===== config.mk =====
export PLATFORM = sky130hd
export DESIGN_NAME = digit_roller_n
export DESIGN_NICKNAME = d
export VERILOG_FILES = /design/src/rtl/roller_pkg.sv /design/src/rtl/roller_bank.sv /design/src/rtl/digit_roller_n.sv
export SDC_FILE = /design/constraint.sdc
export NUM_CORES = 1
export LEC_CHECK = 0
export CORE_ASPECT_RATIO = 0.7
export CORE_UTILIZATION = 30
export CTS_CLUSTER_DIAMETER = 150
export DETAILED_ROUTE_END_ITERATION = 8
export GPL_TIMING_DRIVEN = 0
export SYNTH_ARGS = -nofsm -noshare
export SYNTH_HDL_FRONTEND = slang
export SYNTH_SLANG_ARGS = --single-unit

===== constraint.sdc =====
create_clock -name clk -period 5.7 [get_ports clk]
set_input_delay 1.14 -clock clk [delete_from_list [all_inputs] [get_ports clk]]
set_output_delay 1.14 -clock clk [all_outputs]
set_load 0.1 [all_outputs]

===== src/rtl/roller_pkg.sv =====
// Shared definitions for the scrolling-digit engine: state encoding, default
// geometry and the wrap-around position stepper.
package roller_pkg;

   typedef enum logic [1:0] {
      ST_IDLE  = 2'd0,
      ST_RUN   = 2'd1,
      ST_PAUSE = 2'd2
   } roller_state_e;

   localparam int DEF_DIGITS  = 4;
   localparam int DEF_SEQ_LEN = 12;
   localparam int DEF_NSEQ    = 2;
   localparam int DEF_DW      = 4;

   // One step around a ring of len positions, forward or backward.
   function automatic int unsigned mod_step(input int unsigned pos,
                                            input int unsigned len,
                                            input logic        down);
      int unsigned res;
      if (down) begin
         if (pos == 32'd0) res = len - 32'd1;
         else              res = pos - 32'd1;
      end else begin
         if (pos >= len - 32'd1) res = 32'd0;
         else                    res = pos + 32'd1;
      end
      return res;
   endfunction

endpackage


===== src/rtl/roller_bank.sv =====
// Digit sequence storage: NSEQ banks of SEQ_LEN digits, one synchronous write
// port and a DIGITS-wide combinational window read starting at head.
module roller_bank
   import roller_pkg::*;
#(
   parameter  int DIGITS  = DEF_DIGITS,
   parameter  int SEQ_LEN = DEF_SEQ_LEN,
   parameter  int NSEQ    = DEF_NSEQ,
   parameter  int DW      = DEF_DW,
   localparam int SW      = (NSEQ > 1) ? $clog2(NSEQ) : 1,
   localparam int AW      = $clog2(SEQ_LEN)
) (
   input  logic                   clk,
   input  logic                   reset,
   input  logic                   wr_en,
   input  logic [SW-1:0]          wr_bank,
   input  logic [AW-1:0]          wr_addr,
   input  logic [DW-1:0]          wr_data,
   input  logic [SW-1:0]          sel,
   input  logic [AW-1:0]          head,
   output logic [DIGITS*DW-1:0]   window
);

   logic [DW-1:0] mem_r [NSEQ][SEQ_LEN];
   logic          wr_ok_s;
   logic [SW-1:0] bank_s;

   // Qualify writes and bank selection against the real array bounds.
   always_comb begin
      wr_ok_s = wr_en && (int'(wr_bank) < NSEQ) && (int'(wr_addr) < SEQ_LEN);
      bank_s  = (int'(sel) < NSEQ) ? sel : '0;
   end

   // Register file with clear-on-reset; a write during reset is lost.
   always_ff @(posedge clk or posedge reset) begin
      if (reset) begin
         for (int b = 0; b < NSEQ; b++) begin
            for (int a = 0; a < SEQ_LEN; a++) begin
               mem_r[b][a] <= '0;
            end
         end
      end else if (wr_ok_s) begin
         mem_r[wr_bank][wr_addr] <= wr_data;
      end
   end

   // Window read: digit k comes from position (head+k) mod SEQ_LEN, leftmost in MSBs.
   always_comb begin
      int raw_v;
      int idx_v;
      window = '0;
      for (int k = 0; k < DIGITS; k++) begin
         raw_v = int'(head) + k;
         idx_v = (raw_v >= SEQ_LEN) ? (raw_v - SEQ_LEN) : raw_v;
         window[(DIGITS-1-k)*DW +: DW] = mem_r[bank_s][AW'(idx_v)];
      end
   end

endmodule


===== src/rtl/digit_roller_n.sv =====
// Scrolling-digit engine top: run/pause/idle control, head counter, wrap pulse
// and registered window output. Define ROLLER_REVERSE_EN to add the dir input.
module digit_roller_n
   import roller_pkg::*;
#(
   parameter  int DIGITS  = DEF_DIGITS,
   parameter  int SEQ_LEN = DEF_SEQ_LEN,
   parameter  int NSEQ    = DEF_NSEQ,
   parameter  int DW      = DEF_DW,
   localparam int SW      = (NSEQ > 1) ? $clog2(NSEQ) : 1,
   localparam int AW      = $clog2(SEQ_LEN)
) (
   input  logic                 clk,
   input  logic                 reset,
   input  logic                 tick,
   input  logic                 start,
   input  logic                 stop,
   input  logic                 clear,
   input  logic [SW-1:0]        sel,
   input  logic                 wr_en,
   input  logic [SW-1:0]        wr_bank,
   input  logic [AW-1:0]        wr_addr,
   input  logic [DW-1:0]        wr_data,
   output logic [DIGITS*DW-1:0] digits,
   output logic                 running,
   output logic                 wrap
`ifdef ROLLER_REVERSE_EN
   ,
   input  logic                 dir
`endif
);

   roller_state_e          state_r;
   logic [AW-1:0]          head_r;
   logic                   wrap_r;
   logic                   running_r;
   logic [DIGITS*DW-1:0]   digits_r;
   logic [DIGITS*DW-1:0]   window_s;
   logic [AW-1:0]          step_s;
   logic                   wraps_s;
   logic                   dir_s;

`ifdef ROLLER_REVERSE_EN
   assign dir_s = dir;
`else
   assign dir_s = 1'b0;
`endif

   roller_bank #(
      .DIGITS  (DIGITS),
      .SEQ_LEN (SEQ_LEN),
      .NSEQ    (NSEQ),
      .DW      (DW)
   ) u_bank (
      .clk     (clk),
      .reset   (reset),
      .wr_en   (wr_en),
      .wr_bank (wr_bank),
      .wr_addr (wr_addr),
      .wr_data (wr_data),
      .sel     (sel),
      .head    (head_r),
      .window  (window_s)
   );

   // Candidate head for this tick and whether taking it crosses the ring seam.
   always_comb begin
      step_s  = AW'(mod_step(32'(head_r), 32'(SEQ_LEN), dir_s));
      wraps_s = dir_s ? (head_r == '0) : (32'(head_r) == 32'(SEQ_LEN - 1));
   end

   // Control FSM with head, wrap and running kept as registered outputs; stop beats start.
   always_ff @(posedge clk or posedge reset) begin
      if (reset) begin
         state_r   <= ST_IDLE;
         head_r    <= '0;
         wrap_r    <= 1'b0;
         running_r <= 1'b0;
      end else if (clear) begin
         state_r   <= ST_IDLE;
         head_r    <= '0;
         wrap_r    <= 1'b0;
         running_r <= 1'b0;
      end else begin
         case (state_r)
            ST_IDLE: begin
               head_r <= '0;
               wrap_r <= 1'b0;
               if (start && !stop) begin
                  state_r   <= ST_RUN;
                  running_r <= 1'b1;
               end else begin
                  running_r <= 1'b0;
               end
            end
            ST_RUN: begin
               if (stop) begin
                  state_r   <= ST_PAUSE;
                  running_r <= 1'b0;
                  wrap_r    <= 1'b0;
               end else if (tick) begin
                  head_r    <= step_s;
                  wrap_r    <= wraps_s;
                  running_r <= 1'b1;
               end else begin
                  wrap_r    <= 1'b0;
                  running_r <= 1'b1;
               end
            end
            ST_PAUSE: begin
               wrap_r <= 1'b0;
               if (start && !stop) begin
                  state_r   <= ST_RUN;
                  running_r <= 1'b1;
               end else begin
                  running_r <= 1'b0;
               end
            end
            default: begin
               state_r   <= ST_IDLE;
               head_r    <= '0;
               wrap_r    <= 1'b0;
               running_r <= 1'b0;
            end
         endcase
      end
   end

   // Window output register: one cycle behind head, sel and bank contents.
   always_ff @(posedge clk or posedge reset) begin
      if (reset) digits_r <= '0;
      else       digits_r <= window_s;
   end

   assign digits  = digits_r;
   assign running = running_r;
   assign wrap    = wrap_r;

endmodule


==> impl_metrics.py, run 1 <==
metrics = {
    "synth": {
        "synth_cell_types": 48,
        "synth_ff_type": "dfrtp_1",
        "syn_nets": 594,
        "synth_edf_count": 0,
        "synth_cells": 565,
        "ys_seq_area_frac": 0.433,
        "synth_async_sr_flop_share": 1.00,
        "synthesis.area_um2": 6930,
        "ys_seq_elements": 120,
        "ys_warn_count": 0,
        "synth.avg_cell_area_um2": 12.3,
    },
    "cts": {
        "cts_tree": "yes",
        "clk_pin_slew_worst_paths_ns": 0.06,
        "cts_htree_levels": 4,
        "cts_resized": 0,
        "clk_path_buf_depth": 2,
        "post_cts_buffers": 0,
        "numCtsBuffers": 17,
        "cts_root_buf": "clkbuf_16",
        "cts.sink_count": 120,
        "clock_latency_ns": 0.42,
        "cts_hold_buf": 0,
    },
    "outcome": {
        "status": "complete, but fails checks",
        "failed_checks": "DRC",
    },
    "route": {
        "first_pass_iters": 7,
        "postRouteAntennaNets": 0,
        "first_iter_violations": 382,
        "vias": 4941,
        "viasPerCell": 5.24,
        "routedWlPerCell_um": 20.4,
        "drc_errors": 1,
        "totalWireLength_mm": 19.3,
    },
    "power": {
        "combPwrFrac": 0.279,
        "pwr-share-clk": 0.362,
        "seq_power_share": 0.359,
        "switching_power_mw": 1.03,
        "irDropWorstVdd_v": 0.000210,
        "leakagePower_nw": 3.60,
        "sw_frac_of_total": 0.338,
        "p_int_mw": 2.02,
        "power.total_mw": 3.05,
        "power_density_nw_per_um2": 368,
    },
    "sta": {
        "hold_viol": 0,
        "skew_ns": 0.00974,
        "worst_pin_slew_ns": 1.02,
        "fmax_ghz": 0.303,
        "fin_hold_ws_ns": 0.498,
        "finalCritPeriodShare": 0.578,
        "rsz0062_at_grt": "false",
        "setup_tns_ns": 0,
        "layout_setup_ws_ns": 2.40,
        "setup_viol": 0,
        "finalCriticalPeriod_ns": 3.30,
        "relSlewSlack": 0.311,
        "finalMaxSlewViolations": 0,
    },
    "critical_path": {
        "cp_cell_sequence": "buf_6 > buf_6 > buf_6 > buf_2 > a21oi_1 > xnor2_1 > ha_1 > nand2_1 > nand3_1 > o31ai_1 > nand2_1 > o22ai_1",
        "cp-end-kind": "flop",
        "critPathArrivalTime_ns": 3.62,
        "cpMaxStageDelayCell": "o31ai_1",
        "path_class": "reg -> reg",
        "path_max_fanout": 10,
        "startpoint_type": "flop",
        "rr_worst_depth": 12,
        "crit_required_ns": 6.02,
        "worst_path_most_repeated_cell": "buf_6",
        "crit_path_max_incr_delay_ns": 0.83,
    },
    "die": {
        "ios": 35,
        "die-area_um2": 23700,
        "std_cell_rows": 46,
        "start_util": 0.306,
        "fp.dieW_um": 184,
        "core_um2": 22700,
        "die_y_um": 129,
    },
    "final_layout": {
        "synthToLayoutAreaGrowth_pct": 19.6,
        "antenna_cells": 0,
        "final_cell_area_um2": 8280,
        "fin_nets": 647,
        "layout_common_cells": "mux2_2 (135), dfrtp_1 (120), o22ai_1 (41)",
        "layout_commonest_cell": "mux2_2",
        "drive_above_1_share": 0.334,
    },
    "grt": {
        "grt_antenna_before_repair": 0,
        "grt_pass1_vias": 5009,
        "grt_max_degree": 98,
        "grt_pass1_wl_mm": 30.3,
        "groute.usage.overall": 0.173,
        "grt.overflow.total": 0,
    },
    "placement": {
        "place_ws_ns": 2.28,
        "io_buffers": 33,
        "dp_hpwl_mm": 14.4,
        "place_area_um2": 7680,
        "place.gp.congestion": 0.900,
    },
    "job": {
        "max-cap-violations": 0,
    },
    "hold_path": {
        "whs_path_depth": 1,
        "min_path_type": "reg -> reg",
    },
}
worst max-delay path, delay by kind of cell (launching register included):
family | cells | cell delay, ns
xor+xnor | 1 | 0.15
simple gates | 3 | 0.33
buf+inv | 4 | 0.87
fa+ha+maj | 1 | 0.18
compound gates | 3 | 1.17
flops | 1 | 0.49
layout make-up:
cell class,count,area (µm²)
Fill cell,2218,14400
Sequential cell,120,3000
Tap cell,312,390
Inverter,14,57.6
Buffer,31,181
Multi-Input combinational cell,400,3690
Timing Repair Buffer,34,358
Clock buffer,18,439
Clock inverter,14,163
power groups by stage:
stage	Sequential [mW]	Clock, mW	Combinational, mW
4_1_cts	1.10	1.11	0.841
3_3_place_gp	1.10	0	0.825
6_report	1.10	1.10	0.850
2_1_floorplan	1.28	0	0.415
3_5_place_dp	1.11	0	0.837
5_1_grt	1.12	1.16	0.895
final timing paths:
path / slack [ns] / start / endpoint
min in group asynchronous: 1.04 / reset / u_bank.mem_r[19]
min reg2reg: 0.50 / u_bank.mem_r[93] / u_bank.mem_r[93]
min: 0.50 / u_bank.mem_r[93] / u_bank.mem_r[93]
max: 2.40 / head_r[0] / digits[0]
max in group asynchronous: 3.92 / reset / u_bank.mem_r[45]
max reg2reg: 2.40 / head_r[0] / digits[0]
routing by layer:
layer	wire [µm]	vias up	part of all wire	track usage
li1	-	2253	-	-
met1	9690	2515	0.50	0.262
met2	8130	156	0.42	0.245
met3	1290	17	0.067	0.0433
met4	161	0	0.0084	0.0402
met5	0	-	0	0
metrics by stage:
stage | util | instances
after floorplan | - | 565
final | 0.365 | 943
after global placement | 0.337 | 910
after CTS | 0.365 | 943
after detailed placement | 0.339 | 911
after global routing | 0.365 | 943
cell families after synthesis:
group,Yosys count,synth area share
mux,195,0.353
compound gates,92,0.0832
flops,120,0.433
fa+ha+maj,12,0.0217
xor+xnor,4,0.00614
simple gates,97,0.0688
buf+inv,45,0.0338
cells in the mapped netlist, types with 4 or more instances:
cell      number  area share
clkbuf_1      13      0.0070
buf_2          7      0.0051
nor2b_1        5      0.0045
a221oi_1       8       0.010
nand2b_1      10      0.0090
mux4_2        18       0.059
mux4_1         6       0.023
a21oi_1       19       0.014
inv_1         12      0.0065
mux2i_1       34       0.049
dfrtp_1      120        0.43
ha_1          12       0.022
o21ai_1        6      0.0043
o21ai_0        8      0.0058
nor2_1        23       0.012
nor3_1         4      0.0029
nand2_1       34       0.018
o22ai_1       41       0.037
mux2_2       135        0.22
buf_6          6      0.0098
state kept, by name, summed over array words and instances (netlist names):
register,count
state_r,2
running,1
u_bank.mem_r,96
digits,16
head_r,4
wrap,1
No activity file was read; power rests on OpenSTA's default activity.
==> inputs of run 2 (changes only) <==
==> constraint.sdc (replaced) <==
create_clock -name clk -period 3.15 [get_ports clk]
set_input_delay 0.63 -clock clk [delete_from_list [all_inputs] [get_ports clk]]
set_output_delay 0.63 -clock clk [all_outputs]
set_load 0.1 [all_outputs]
==> run 2 against run 1 <==
  * The run now ends clean
  * Clock-buffer cell count shrank 1
  * Combinational power grew 81%
  * Utilization grew 0.38 points
  * Maximum frequency grew 8.7%
==> impl_metrics.py, run 2 (same netlist as run 1, synthesis figures left out) <==
metrics = {
    "outcome": {
        "status": "complete, no violations",
    },
    "sta": {
        "setup_tns_ns": 0,
        "setup_viol": 0,
        "finalMaxSlewViolations": 0,
        "rsz0062_at_grt": "false",
        "relSlewSlack": 0.322,
        "fmax_ghz": 0.330,
        "finalCriticalPeriod_ns": 3.03,
        "skew_ns": 0.0148,
        "finalCritPeriodShare": 0.962,
        "hold_viol": 0,
        "worst_pin_slew_ns": 1.01,
    },
    "final_layout": {
        "layout_common_cells": "mux2_2 (135), dfrtp_1 (120), o22ai_1 (41)",
        "n_fill_cell": 2198,
        "antenna_cells": 0,
        "largest-register": "u_bank.mem_r",
        "final_cell_area_um2": 8370,
        "synthToLayoutAreaGrowth_pct": 20.8,
        "largest_reg_flops": 96,
        "drive_above_1_share": 0.344,
        "fin_util": 0.369,
        "fin_nets": 649,
        "instances_no_fill": 945,
        "layout_commonest_cell": "mux2_2",
    },
    "critical_path": {
        "critPathBufInv": 5,
        "path_max_fanout": 11,
        "cpMaxStageDelayCell": "dfrtp_1",
        "startpoint_type": "flop",
        "crit_path_max_incr_delay_ns": 0.50,
        "rr_worst_depth": 11,
        "crit_required_ns": 3.49,
        "critPathArrivalTime_ns": 3.37,
        "cp_cell_sequence": "buf_6 > inv_1 > buf_4 > ha_1 > buf_2 > nand2_1 > buf_2 > o22ai_1 > o22ai_1 > o21ai_1 > o22ai_1",
        "cp-end-kind": "flop",
        "reg2reg_from": "head_r[0]",
        "critPathTopFamily": "buffers and inverters",
        "path_class": "reg -> reg",
        "reg2reg_slack_ns": 0.12,
        "worst_path_most_repeated_cell": "o22ai_1",
        "r2r-end": "digits[9]",
    },
    "cts": {
        "clk_pin_slew_worst_paths_ns": 0.06,
        "cts_root_buf": "clkbuf_16",
        "clk_path_buf_depth": 2,
        "cts.sink_count": 120,
        "cts_hold_buf": 0,
        "numCtsBuffers": 17,
        "clock_latency_ns": 0.43,
        "cts_resized": 1,
        "cts_tree": "yes",
        "post_cts_buffers": 0,
        "cts_htree_levels": 4,
    },
    "power": {
        "irDropWorstVdd_v": 0.000429,
        "leakagePower_nw": 3.62,
        "power_density_nw_per_um2": 667,
    },
    "die": {
        "fp.dieW_um": 184,
        "ios": 35,
        "core_um2": 22700,
        "std_cell_rows": 46,
        "start_util": 0.306,
        "die_y_um": 129,
        "die-area_um2": 23700,
    },
    "route": {
        "first_pass_iters": 5,
        "routedWlPerCell_um": 20.7,
        "drc_errors": 0,
        "first_iter_violations": 377,
        "vias": 4939,
        "totalWireLength_mm": 19.6,
        "postRouteAntennaNets": 0,
        "viasPerCell": 5.23,
    },
    "job": {
        "max-cap-violations": 0,
    },
    "placement": {
        "dp_hpwl_mm": 14.6,
        "placedCellCount": 913,
        "place.gp.congestion": 0.913,
        "io_buffers": 33,
        "place_area_um2": 7720,
    },
    "grt": {
        "groute.usage.overall": 0.174,
        "met1_usage": 0.255,
        "grt_antenna_before_repair": 0,
        "grtUsageMet2": 0.245,
        "grt.overflow.total": 0,
        "busiest_layer": "met1",
        "use_met3": 0.0571,
        "grt_max_degree": 40,
        "grt_pass1_wl_mm": 29.9,
        "grt_pass1_vias": 4839,
    },
    "hold_path": {
        "min_path_type": "reg -> reg",
        "holdCritStartpoint": "u_bank.mem_r[17]",
        "whs_endpoint": "u_bank.mem_r[17]",
        "whs_path_depth": 1,
    },
}
[run 2: cell type report]
cell class,instances,area (µm²),share of cell area
Inverter,14,58.8,0.00703
Sequential cell,120,3000,0.359
Buffer,31,186,0.0223
Tap cell,312,390,0.0466
Multi-Input combinational cell,400,3720,0.444
Timing Repair Buffer,36,398,0.0475
Clock buffer,17,425,0.0508
Clock inverter,15,193,0.0230
[run 2: stage by stage]
step           power (mW)  setup WS (ns)  hold WS (ns)
3_5_place_dp         3.53        -0.0333         0.490
4_1_cts              5.60         0.0765         0.505
6_report             5.59          0.118         0.501
2_1_floorplan        3.08          0.587         0.472
5_1_grt              5.79        0.00734         0.509
3_3_place_gp         3.50         -0.159         0.482
[run 2: routing by layer]
metal | routed length, µm | share of wire
met4 | 202 | 0.010
met3 | 1510 | 0.077
met1 | 9590 | 0.49
met2 | 8300 | 0.42
met5 | 0 | 0
[run 2: report_power, final]
part / internal [mW] / total (mW) / switching (mW)
clock: 1.26 / 2.06 / 0.799
combinational: 0.616 / 1.54 / 0.926
sequential: 1.83 / 1.99 / 0.154
total: 3.71 / 5.59 / 1.88
[run 2: worst reg2reg max path, delay by kind of cell (launching register included)]
family | cells | cell delay [ns]
buffers and inverters | 5 | 1.00
adder cells (fa/ha/maj) | 1 | 0.37
AND/OR/NAND/NOR | 1 | 0.21
flip-flops | 1 | 0.50
AO/OA/AOI/OAI | 4 | 0.85
[run 2: worst max-delay path by stage]
stage                     startpoint   endpoint  slack [ns]  cells after the start
final                      head_r[0]  digits[9]        0.12                     11
after global routing       head_r[0]  digits[9]       0.007                     11
after CTS                  head_r[1]  digits[9]        0.08                     10
after detailed placement   head_r[0]  digits[1]       -0.03                     12
after global placement         reset  digits[7]       -0.16                      2
after floorplan            head_r[0]  digits[3]        0.59                     12
==> inputs of run 3 (changes only) <==
--- a/config.mk
+++ b/config.mk
@@ -7,9 +7,10 @@
 export LEC_CHECK = 0
 export CORE_ASPECT_RATIO = 0.7
 export CORE_UTILIZATION = 30
-export CTS_CLUSTER_DIAMETER = 150
+export CTS_CLUSTER_SIZE = 10
 export DETAILED_ROUTE_END_ITERATION = 8
 export GPL_TIMING_DRIVEN = 0
+export REMOVE_ABC_BUFFERS = 1
 export SYNTH_ARGS = -nofsm -noshare
 export SYNTH_HDL_FRONTEND = slang
 export SYNTH_SLANG_ARGS = --single-unit
==> run 3 against run 2 <==
  * Global-route usage down 1.6 points
  * First-iteration DRC count increased by 5.6%
  * Critical path depth is 1 lower
  * Maximum frequency up 4.2%
  * Utilization fell by 0.76 points
==> impl_metrics.py, run 3 (same netlist as run 1, synthesis figures left out) <==
metrics = {
    "critical_path": {
        "startpoint_type": "flop",
        "cpMaxStageDelayCell": "dfrtp_4",
        "reg2reg_from": "head_r[0]",
        "reg2reg_slack_ns": 0.24,
        "cp_cell_sequence": "clkinvlp_4 > ha_1 > xor2_1 > inv_1 > ha_1 > nand2_1 > and3_1 > o22a_1 > mux2i_1 > o22ai_1",
        "critPathArrivalTime_ns": 3.16,
        "path_class": "reg -> reg",
        "critPathTopFamily": "flip-flops",
        "path_max_fanout": 23,
        "crit_path_max_incr_delay_ns": 0.67,
        "r2r-end": "digits[1]",
        "critPathBufInv": 2,
        "rr_worst_depth": 10,
        "cp-end-kind": "flop",
        "worst_path_most_repeated_cell": "ha_1",
        "crit_required_ns": 3.40,
    },
    "final_layout": {
        "fin_util": 0.362,
        "n_fill_cell": 2224,
        "layout_commonest_cell": "mux2_2",
        "largest_reg_flops": 96,
        "fin_nets": 621,
        "antenna_cells": 0,
        "multiInputGateArea_um2": 3710,
        "ff_latch_area_um2": 3010,
        "largest-register": "u_bank.mem_r",
        "synthToLayoutAreaGrowth_pct": 18.3,
        "layout_common_cells": "mux2_2 (135), dfrtp_1 (118), o22ai_1 (41)",
        "instances_no_fill": 917,
        "drive_above_1_share": 0.339,
    },
    "cts": {
        "numCtsBuffers": 17,
        "cts.sink_count": 120,
        "cts_hold_buf": 0,
        "cts_tree": "yes",
        "cts_htree_levels": 4,
        "cts_root_buf": "clkbuf_16",
        "clk_pin_slew_worst_paths_ns": 0.06,
        "clk_path_buf_depth": 2,
        "clock_latency_ns": 0.42,
    },
    "sta": {
        "fmax_ghz": 0.344,
        "finalCritPeriodShare": 0.923,
        "finalMaxSlewViolations": 0,
        "relSlewSlack": 0.199,
        "skew_ns": 0.0119,
        "rsz0062_at_grt": "false",
        "setup_viol": 0,
        "worst_pin_slew_ns": 1.19,
        "hold_viol": 0,
        "layout_setup_ws_ns": 0.241,
        "finalCriticalPeriod_ns": 2.91,
    },
    "grt": {
        "grt_pass1_vias": 4659,
        "grt_antenna_before_repair": 0,
        "grt.overflow.total": 0,
        "grt_pass1_wl_mm": 28.1,
        "groute.usage.overall": 0.159,
        "grt_max_degree": 98,
    },
    "die": {
        "start_util": 0.306,
        "core_um2": 22700,
        "std_cell_rows": 46,
        "die-area_um2": 23700,
        "die_y_um": 129,
        "fp.dieW_um": 184,
        "ios": 35,
    },
    "route": {
        "first_iter_violations": 398,
        "drc_errors": 0,
        "postRouteAntennaNets": 0,
        "totalWireLength_mm": 17.8,
        "viasPerCell": 5.20,
        "vias": 4772,
        "routedWlPerCell_um": 19.4,
        "first_pass_iters": 5,
    },
    "power": {
        "power_density_nw_per_um2": 669,
        "leakagePower_nw": 3.53,
        "irDropWorstVdd_v": 0.000433,
    },
    "placement": {
        "io_buffers": 34,
        "dp_hpwl_mm": 12.5,
        "place.gp.congestion": 0.884,
        "placedCellCount": 882,
        "place_ws_ns": -0.680,
    },
    "hold_path": {
        "holdCritStartpoint": "u_bank.mem_r[84]",
        "whs_endpoint": "u_bank.mem_r[84]",
        "min_path_type": "reg -> reg",
        "whs_path_depth": 1,
    },
    "job": {
        "max-cap-violations": 0,
    },
    "outcome": {
        "status": "complete, no violations",
    },
}
==> run 3: worst max-delay path by stage <==
stage,start,to,cells past startpoint
2_1_floorplan,reset,digits[0],1
3_3_place_gp,reset,running,2
3_5_place_dp,head_r[0],digits[2],7
4_1_cts,head_r[1],digits[1],10
5_1_grt,head_r[0],digits[2],10
6_report,head_r[0],digits[1],10
==> run 3: layer usage <==
layer / up-vias / track usage / wire length [µm]
li1: 2183 / - / -
met1: 2432 / 0.249 / 9510
met2: 141 / 0.215 / 7190
met3: 16 / 0.0340 / 932
met4: 0 / 0.0402 / 152
met5: - / 0 / 0
==> run 3: layout make-up <==
class | count | area share
clock buffer | 18 | 0.0523
clock inverter | 14 | 0.0214
inverter | 14 | 0.00778
multi-input combinational | 400 | 0.452
sequential | 120 | 0.367
tap | 312 | 0.0476
timing repair buffer | 39 | 0.0516
==> run 3: power by group <==
group | leakage, nW | internal (mW) | total [mW] | switching [mW]
clock network | 0.286 | 1.25 | 2.01 | 0.763
logic | 1.70 | 0.604 | 1.50 | 0.892
registers | 1.54 | 1.83 | 1.98 | 0.149
==> run 3: stage by stage <==
stage               hold slack [ns]  TNS (ns)  total power, mW  cell area [µm²]
detailed placement            0.488     -5.95             3.48             7530
CTS                           0.503         0             5.50             8180
global placement              0.482   -326.02             3.45             7480
global route                  0.514         0             5.71             8200
finish                        0.502         0             5.49             8200
floorplan                     0.472    -82.93             3.04             6750
==> run 3: worst reg2reg max path, delay by kind of cell, from the launching register on <==
family                     cells  cell delay (ns)
AOI/OAI and AO/OA              2             0.52
xor gates and xnor gates       1             0.27
adders and majority gates      2             0.44
buffers and inverters          2             0.30
DFF                            1             0.67
muxes                          1             0.29
and+or+nand+nor                2             0.26
==> run 3: timing repair <==
action / CTS / global route
setup buffers: 2 / 0
gates resized for setup: 5 / 4
endpoints found under the setup margin: 14 / 10
